$ cat src/rtl/spwm_gate_driver_if.sv
// Signal bundle between the carrier/sine-lookup side and one SPWM inverter leg.
// The master drives carrier, reference and control; the slave returns the gates.
interface spwm_gate_driver_if;
    logic       enable;
    logic [5:0] carrier;
    logic [5:0] mod_ref;
    logic       fault;
    logic       gate_hi;
    logic       gate_lo;
    logic       sample_stb;
    logic       fault_latched;

    modport master (
        output enable, carrier, mod_ref, fault,
        input  gate_hi, gate_lo, sample_stb, fault_latched
    );

    modport slave (
        input  enable, carrier, mod_ref, fault,
        output gate_hi, gate_lo, sample_stb, fault_latched
    );
endinterface

$ cat src/rtl/spwm_gate_driver.sv
// One SPWM inverter leg: regular-sampled reference vs triangle carrier, dead-time gate FSM.
// Optional latching fault shutdown is compiled in with SPWM_FAULT_LATCH_EN.
module spwm_gate_driver #(
    parameter int DEAD_CYCLES  = 4,
    parameter int CARRIER_PEAK = 32
) (
    input  logic              clk,
    input  logic              reset,
    spwm_gate_driver_if.slave bus
);
    typedef enum logic [2:0] {
        ST_OFF   = 3'd0,
        ST_DEAD  = 3'd1,
        ST_HI    = 3'd2,
        ST_LO    = 3'd3,
        ST_FAULT = 3'd4
    } state_t;

    localparam logic [5:0] PEAK      = 6'(CARRIER_PEAK);
    localparam logic [3:0] DEAD_LOAD = 4'(DEAD_CYCLES - 1);

    state_t     state_reg, state_next;
    logic [3:0] dead_cnt_reg, dead_cnt_next;
    logic [5:0] ref_q_reg;
    logic       sample_stb_reg;
    logic       at_extreme;
    logic       demand;
    logic       fault_hit;

    assign at_extreme = (bus.carrier == 6'd0) || (bus.carrier == PEAK);
    // Full-scale reference pins the leg high even when the carrier touches its peak.
    assign demand     = (ref_q_reg == PEAK) || (ref_q_reg > bus.carrier);

`ifdef SPWM_FAULT_LATCH_EN
    assign fault_hit = bus.fault || (state_reg == ST_FAULT);
`else
    logic unused_fault;
    assign unused_fault = bus.fault;
    assign fault_hit    = 1'b0;
`endif

    // Regular sampling: the reference is only reloaded at the carrier extremes.
    always_ff @(posedge clk or posedge reset) begin
        if (reset) begin
            ref_q_reg      <= 6'd0;
            sample_stb_reg <= 1'b0;
        end else begin
            sample_stb_reg <= at_extreme;
            if (at_extreme) begin
                ref_q_reg <= (bus.mod_ref > PEAK) ? PEAK : bus.mod_ref;
            end
        end
    end

    always_ff @(posedge clk or posedge reset) begin
        if (reset) begin
            state_reg    <= ST_OFF;
            dead_cnt_reg <= 4'd0;
        end else begin
            state_reg    <= state_next;
            dead_cnt_reg <= dead_cnt_next;
        end
    end

    always_comb begin
        state_next    = state_reg;
        dead_cnt_next = dead_cnt_reg;
        if (fault_hit) begin
            state_next = ST_FAULT;
        end else if (!bus.enable) begin
            state_next = ST_OFF;
        end else begin
            unique case (state_reg)
                ST_OFF: begin
                    state_next    = ST_DEAD;
                    dead_cnt_next = DEAD_LOAD;
                end
                ST_DEAD: begin
                    // Exit side is chosen at expiry; reversals mid-gap do not restart it.
                    if (dead_cnt_reg == 4'd0) begin
                        state_next = demand ? ST_HI : ST_LO;
                    end else begin
                        dead_cnt_next = dead_cnt_reg - 4'd1;
                    end
                end
                ST_HI: begin
                    if (!demand) begin
                        state_next    = ST_DEAD;
                        dead_cnt_next = DEAD_LOAD;
                    end
                end
                ST_LO: begin
                    if (demand) begin
                        state_next    = ST_DEAD;
                        dead_cnt_next = DEAD_LOAD;
                    end
                end
                default: begin
                    state_next = ST_OFF;
                end
            endcase
        end
    end

    // Gates decode straight from the state register so they cannot glitch.
    always_comb begin
        bus.gate_hi       = (state_reg == ST_HI);
        bus.gate_lo       = (state_reg == ST_LO);
        bus.sample_stb    = sample_stb_reg;
`ifdef SPWM_FAULT_LATCH_EN
        bus.fault_latched = (state_reg == ST_FAULT);
`else
        bus.fault_latched = 1'b0;
`endif
    end
endmodule

$ cat src/flat_wrapper.sv
// flat-port wrapper written by rule: the top's interface ports become plain ports
module spwm_gate_driver_flat 
#(
    parameter int DEAD_CYCLES  = 4,
    parameter int CARRIER_PEAK = 32
)
  (clk, reset, bus_enable, bus_carrier, bus_mod_ref, bus_fault, bus_gate_hi, bus_gate_lo, bus_sample_stb, bus_fault_latched);
  spwm_gate_driver_if bus_i ();
  input  logic clk;
  input  logic reset;
  input wire logic [$bits(bus_i.enable)-1:0] bus_enable;
  input wire logic [$bits(bus_i.carrier)-1:0] bus_carrier;
  input wire logic [$bits(bus_i.mod_ref)-1:0] bus_mod_ref;
  input wire logic [$bits(bus_i.fault)-1:0] bus_fault;
  output wire logic [$bits(bus_i.gate_hi)-1:0] bus_gate_hi;
  output wire logic [$bits(bus_i.gate_lo)-1:0] bus_gate_lo;
  output wire logic [$bits(bus_i.sample_stb)-1:0] bus_sample_stb;
  output wire logic [$bits(bus_i.fault_latched)-1:0] bus_fault_latched;
  assign bus_i.enable = bus_enable;
  assign bus_i.carrier = bus_carrier;
  assign bus_i.mod_ref = bus_mod_ref;
  assign bus_i.fault = bus_fault;
  assign bus_gate_hi = bus_i.gate_hi;
  assign bus_gate_lo = bus_i.gate_lo;
  assign bus_sample_stb = bus_i.sample_stb;
  assign bus_fault_latched = bus_i.fault_latched;
  spwm_gate_driver #(.DEAD_CYCLES(DEAD_CYCLES), .CARRIER_PEAK(CARRIER_PEAK)) u_core (.clk(clk), .reset(reset), .bus(bus_i));
endmodule
$ cat config.mk
export PLATFORM = sky130hd
export DESIGN_NAME = spwm_gate_driver_flat
export DESIGN_NICKNAME = d
export VERILOG_FILES = /design/src/rtl/spwm_gate_driver_if.sv /design/src/rtl/spwm_gate_driver.sv /design/src/flat_wrapper.sv
export SDC_FILE = /design/constraint.sdc
export NUM_CORES = 1
export LEC_CHECK = 0
export ABC_AREA = 0
export BUFFER_PORTS_ARGS = -buffer_cell sky130_fd_sc_hd__buf_2
export CAP_MARGIN = 20
export CORE_MARGIN = 3
export CORE_UTILIZATION = 45
export CTS_BUF_LIST = sky130_fd_sc_hd__clkbuf_4
export DETAILED_ROUTE_END_ITERATION = 8
export PLACE_DENSITY = 0.68
export SYNTH_ARGS = -nofsm -noshare
export SYNTH_HDL_FRONTEND = slang
export SYNTH_SLANG_ARGS = --single-unit
$ cat constraint.sdc
create_clock -name clk -period 2.8 [get_ports clk]
set_input_delay 0.14 -clock clk [delete_from_list [all_inputs] [get_ports clk]]
set_output_delay 0.14 -clock clk [all_outputs]
set_load 0.01 [all_outputs]
==> results of run 1 <==
==> cells by family (layout without fill, tap and decap cells) <==
group,Yosys count,in the layout,share of synthesized area
AO/OA/AOI/OAI,24,24,0.192
adder cells (fa/ha/maj),8,8,0.108
buffers and inverters,15,35,0.0649
flip-flops,13,13,0.352
multiplexers,3,3,0.0419
other,1,1,0.00406
AND/OR/NAND/NOR,32,32,0.237
==> repair_timing <==
| item | in CTS | in global routing |
|---|---|---|
| hold buffers | 1 | 0 |
| gates resized for setup | 0 | 0 |
| endpoints found under the hold margin | 13 | 0 |
==> routing by layer <==
layer / share of wire / global-route usage / vias to the layer above
met5: 0 / 0 / -
met4: 0.018 / 0.0786 / 0
met3: 0.048 / 0.0379 / 4
met2: 0.43 / 0.255 / 14
met1: 0.50 / 0.205 / 330
li1: - / - / 381
==> worst max-delay path by stage <==
stage,startpoint,to,slack [ns],cells after the start
5_1_grt,u_core.ref_q_reg[3],u_core.state_reg[1],0.73,7
4_1_cts,u_core.ref_q_reg[3],u_core.state_reg[1],0.86,7
2_1_floorplan,u_core.ref_q_reg[3],u_core.state_reg[1],1.05,7
6_report,u_core.ref_q_reg[3],u_core.state_reg[1],0.86,7
3_5_place_dp,u_core.ref_q_reg[3],u_core.state_reg[1],0.87,7
3_3_place_gp,u_core.ref_q_reg[1],u_core.state_reg[1],0.89,7
==> power groups by stage <==
stage | Clock, mW | Combinational (mW) | Sequential (mW)
after floorplan | 0 | 0.155 | 0.260
after global placement | 0 | 0.185 | 0.269
after detailed placement | 0 | 0.191 | 0.269
after CTS | 0.134 | 0.194 | 0.266
after global routing | 0.142 | 0.221 | 0.274
final | 0.130 | 0.190 | 0.266
==> critical path, stage by stage (launching register included) <==
cell and delay [ns]:
dfrtp_1 0.43, ha_1 0.31, a21o_1 0.18, nand3_1 0.08, a31oi_2 0.12, a31oi_4 0.22, mux2i_2 0.36, a21boi_1 0.11
==> final cells by class <==
cell class	count	area, um2
clock buffers	4	30.0
fillers	183	769
inverters	13	48.8
multi-input cells	68	539
flip-flops and latches	13	325
well taps	25	31.3
repair buffers	18	95.1
==> Yosys cell counts (2+ instances only) <==
library cell  instances
dfrtp_1              13
nand2_1               4
nand3b_1              5
o21ai_1               6
nand4_1               3
nor3_1                2
ha_1                  8
o21ai_0               3
nor2b_1               2
a21oi_1               4
nand3_1               4
nand2b_1              3
nor2_1                3
o21a_1                2
inv_1                12
==> cell usage in the layout (no fill, tap or decap) <==
master | netlist | layout
a21boi_1 | 1 | 1
a21o_1 | 1 | 1
a21oi_1 | 4 | 4
a22oi_1 | 1 | 1
a31oi_1 | 1 | 1
a31oi_2 | 1 | 1
a31oi_4 | 1 | 1
a41oi_1 | 1 | 1
and2_1 | 1 | 1
buf_2 | 0 | 17
clkbuf_4 | 0 | 4
conb_1 | 1 | 1
dfrtp_1 | 13 | 13
dlygate4sd3_1 | 0 | 1
ha_1 | 8 | 8
inv_1 | 12 | 12
inv_2 | 1 | 1
mux2_4 | 1 | 1
mux2i_1 | 1 | 1
mux2i_2 | 1 | 1
nand2_1 | 4 | 4
nand2b_1 | 3 | 3
nand3_1 | 4 | 4
nand3b_1 | 5 | 5
nand4_1 | 3 | 3
nor2_1 | 3 | 3
nor2_8 | 1 | 1
nor2b_1 | 2 | 2
nor2b_2 | 1 | 1
nor3_1 | 2 | 2
nor3b_1 | 1 | 1
nor4_4 | 1 | 1
o21a_1 | 2 | 2
o21ai_0 | 3 | 3
o21ai_1 | 6 | 6
o21bai_4 | 1 | 1
o31ai_1 | 1 | 1
or4_4 | 1 | 1
==> impl_metrics.toml, run 1 <==
[outcome]
status = "complete, no violations"

[synthesis]
yosys.area.top_type = "dfrtp_1"
yosysSeqAreaShare = 0.352
synth_warnings = 0
synth_ff_type = "dfrtp_1"
synth_edf_count = 0
ys_ff_latch = 13
async_reset_ff_frac = 1.00
synth_top_area_share = 0.352
synth.distinct_cells = 37
synth_area_leaders = "dfrtp_1, ha_1, inv_1"
synth_cells = 96
syn_avg_cell_area_um2 = 9.63
syn_area_um2 = 925
syn_nets = 120

[floorplan]
core_area_mm2 = 0.00184
die_h_um = 51.3
num_io_pins = 20
dieWidth_um = 51.3
num_rows = 15
fp.dieArea_mm2 = 0.00263
initial_core_util = 0.503

[sta]
setup_viol = 0
clock.fmax_mhz = 515
worst_slew_pin_slew_ns = 0.507
whs_ns = 0.0973
maxSlewViolCount = 0
slew_headroom = 0.661
fin_setup_tns_ns = 0
rsz0062_at_grt = "false"
finClkSkew_ns = 0.00439
setup_ws_ns = 0.859
fin_crit_sh = 0.693
hold_viol_final = 0
fin_crit_ns = 1.94

[placement]
placed_area_mm2 = 0.00103
pre_cts_ws_ns = 0.865
routabilityCongestion = 0.804
place_inst = 136
io_buffers = 17
place_hpwl_um = 1310

[min_path]
whs_path_depth = 3
worstHoldStart = "bus_mod_ref[4]"
min_path_type = "in -> reg"
whs_endpoint = "u_core.ref_q_reg[4]"

[cts]
clock-sinks = 13
htree_levels = 1
cts_buffers = 3
postCtsSetupRepairBufs = 0
clkTransAtPathRegs_ns = 0.09
cts_root_buf = "clkbuf_4"
clock_latency_ns = 0.28
cts_tree = "done"
cts_max_path_buffers = 2

[power]
combinationalPowerShare = 0.325
clkPwrFrac = 0.222
finalPower_mw = 0.586
swShare = 0.349
switchingPower_mw = 0.205
intPower_mw = 0.382
seq_power_share = 0.453
p_leak_nw = 0.544
vdd_drop_max_v = 0.000286
power_density_mw_per_mm2 = 548

[worst_setup_path]
r2r-end = "u_core.state_reg[1]"
reg2regPathDepth = 7
arrival_ns = 2.10
crit_path_start_kind = "flop"
r2r_setup_slack_ns = 0.86
rr_startpoint = "u_core.ref_q_reg[3]"
crit_path_end_kind = "flop"
required_ns = 2.96
critical_path.max_fanout = 4
worstSetupPathType = "reg -> reg"

[routing]
dr_total_vias = 729
wl_per_cell_um = 12.0
drt_iter0_drc = 2
avgViaCountPerCell = 5.17
drt_first_pass_iters = 4
wl_um = 1690
drc = 0
ant_nets = 0

[finish]
syn_to_final_growth_pct = 15.7
finish.instance_area_mm2 = 0.00107
nets = 141
num_antenna_cells = 0
drive_gt1_frac = 0.267
fin_util = 0.582
largest_reg_flops = 6
final_cells = 141

[grt]
antenna_found_initial = 0
grt-ovfl-total = 0
grt_max_degree = 14
grt_util_all_layers = 0.161
first_global_vias = 726
grt_pass1_wl_um = 3110

[job]
cap_viol_max_count = 0
No activity file was read; power rests on OpenSTA's default activity.
==> inputs of run 2 (changes only) <==
clock period = 1.9 ns   (was 2.8 ns; I/O delays follow)
==> run 2 against run 1 <==
  * First-iteration DRC count increased to 4.5 times the previous value
  * Register-to-register slack got worse by 0.79 ns
  * Sequential power up 47%
  * Flip-flop and latch count stayed put
  * Sequential share of layout area shrank 3.0 points
  * Cell count increased by 5.0%
  * Worst hold slack got worse by 0.058 ns
  * Cell area rose by 11%
  * Critical path depth unchanged
  * Critical endpoint unchanged
  * Largest power group unchanged
==> impl_metrics.toml, run 2 (synthesis gave the netlist of run 1 again) <==
[grt]
grt_max_degree = 14
grt-ovfl-total = 0
grt_util_all_layers = 0.174
first_global_vias = 745
antenna_found_initial = 0
grt_pass1_wl_um = 3310

[worst_setup_path]
arrival_ns = 2.00
required_ns = 2.07
path_buf_inv = 0
crit_path_end_kind = "flop"
critPathMaxStageDelay_ns = 0.43
critical_path.slowest_cell = "dfrtp_1"
worstSetupPathType = "reg -> reg"
r2r_setup_slack_ns = 0.07
crit_path_start_kind = "flop"
critPathTopFamily = "flip-flops"
critical_path.max_fanout = 4
crit_chain = "ha_4 -> nand4_1 -> nor2_1 -> a31oi_2 -> a31oi_4 -> mux2i_4 -> a21boi_1"

[cts]
clkTransAtPathRegs_ns = 0.09
htree_levels = 1
cts_buffers = 3
cts_root_buf = "clkbuf_4"
clock-sinks = 13
cts_tree = "done"
clock_latency_ns = 0.29
cts_max_path_buffers = 2

[floorplan]
die_h_um = 51.3
num_rows = 15
num_io_pins = 20
dieWidth_um = 51.3
initial_core_util = 0.503
fp.dieArea_mm2 = 0.00263
core_area_mm2 = 0.00184

[finish]
syn_to_final_growth_pct = 28.1
largest_reg_flops = 6
mostFrequentLayoutCells = "buf_2, dfrtp_1, inv_1, buf_4"
num_antenna_cells = 0
mostFrequentLayoutCell = "buf_2"
drive_gt1_frac = 0.350
fillers = 164
nets = 148

[sta]
fin_crit_sh = 0.963
fin_setup_tns_ns = 0
clock.fmax_mhz = 547
slew_headroom = 0.648
hold_viol_final = 0
rsz0062_at_grt = "false"
setup_viol = 0
fin_crit_ns = 1.83
finClkSkew_ns = 0.00447
worst_slew_pin_slew_ns = 0.527
maxSlewViolCount = 0

[power]
seq_power_share = 0.412
power_density_mw_per_mm2 = 799
swShare = 0.359
switchingPower_mw = 0.339
finalPower_mw = 0.947
vdd_drop_max_v = 0.000449
intPower_mw = 0.607
clkPwrFrac = 0.206
combinationalPowerShare = 0.382
p_leak_nw = 0.580

[placement]
routabilityCongestion = 0.832
io_buffers = 17
place_hpwl_um = 1400

[min_path]
min_path_type = "in -> reg"

[routing]
dr_total_vias = 768
drt_first_pass_iters = 4
ant_nets = 0
avgViaCountPerCell = 5.19
drt_iter0_drc = 9
drc = 0
wl_per_cell_um = 13.9
wl_um = 2060

[outcome]
status = "complete, no violations"

[job]
cap_viol_max_count = 0
==> run 2: cell count changes in the layout (fill, tap and decap cells not counted) <==
cell / before / now
buf_4: 0 / 7
ha_1: 8 / 4
ha_4: 0 / 4
mux2i_2: 1 / 0
mux2i_4: 0 / 1
o21ai_1: 6 / 5
o21ai_2: 0 / 1
==> run 2: power by group through the flow <==
stage	combinational (mW)	clock [mW]	sequential, mW
2_1_floorplan	0.229	0	0.383
3_3_place_gp	0.310	0	0.383
3_5_place_dp	0.318	0	0.386
4_1_cts	0.327	0.200	0.381
5_1_grt	0.408	0.213	0.399
6_report	0.362	0.195	0.390
==> run 2: final timing paths <==
path                                           to  cells after the start              startpoint
setup reg to reg              u_core.state_reg[1]                      7     u_core.ref_q_reg[4]
hold reg to reg            u_core.dead_cnt_reg[1]                      1  u_core.dead_cnt_reg[1]
hold / removal                u_core.ref_q_reg[4]                      3          bus_mod_ref[4]
max in group asynchronous     u_core.state_reg[1]                      3                   reset
min in group asynchronous     u_core.ref_q_reg[0]                      3                   reset
setup / recovery              u_core.state_reg[1]                      7     u_core.ref_q_reg[4]
==> run 2: routing by layer <==
metal	track usage	wire length [um]	part of all wire
met1	0.225	953	0.46
met4	0.0917	46	0.022
met2	0.279	984	0.48
met5	0	0	0
met3	0.0262	73	0.035
==> run 2: cell type report <==
type                    count  area, um2  area share
repair buffers             25        148       0.125
inverters                  13       48.8      0.0412
clock buffers               4       30.0      0.0253
well taps                  25       31.3      0.0264
multi-input cells          68        602       0.508
flip-flops and latches     13        325       0.275
==> run 2: worst min-delay path, delay by kind of cell <==
family | cells | cell delay, ns
buf+inv | 1 | 0.08
simple gates | 2 | 0.12
==> run 2: through the flow <==
stage | std cells | hold slack [ns] | util | area [um2] | worst slack, ns
2_1_floorplan | 96 | -0.0280 | - | 925 | 0.153
5_1_grt | 148 | 0.0489 | 0.644 | 1180 | 0.00720
3_5_place_dp | 141 | 0.165 | 0.580 | 1070 | 0.0396
4_1_cts | 146 | 0.0381 | 0.602 | 1110 | 0.0187
3_3_place_gp | 141 | 0.157 | 0.580 | 1070 | 0.0548
6_report | 148 | 0.0393 | 0.644 | 1180 | 0.0704
==> run 2: what timing repair did <==
action / CTS / global route
hold endpoints to repair: 13 / 0
hold buffers: 1 / 0
resized for setup: 0 / 6
endpoints found under the setup margin: 0 / 4
buffers inserted: 0 / 2
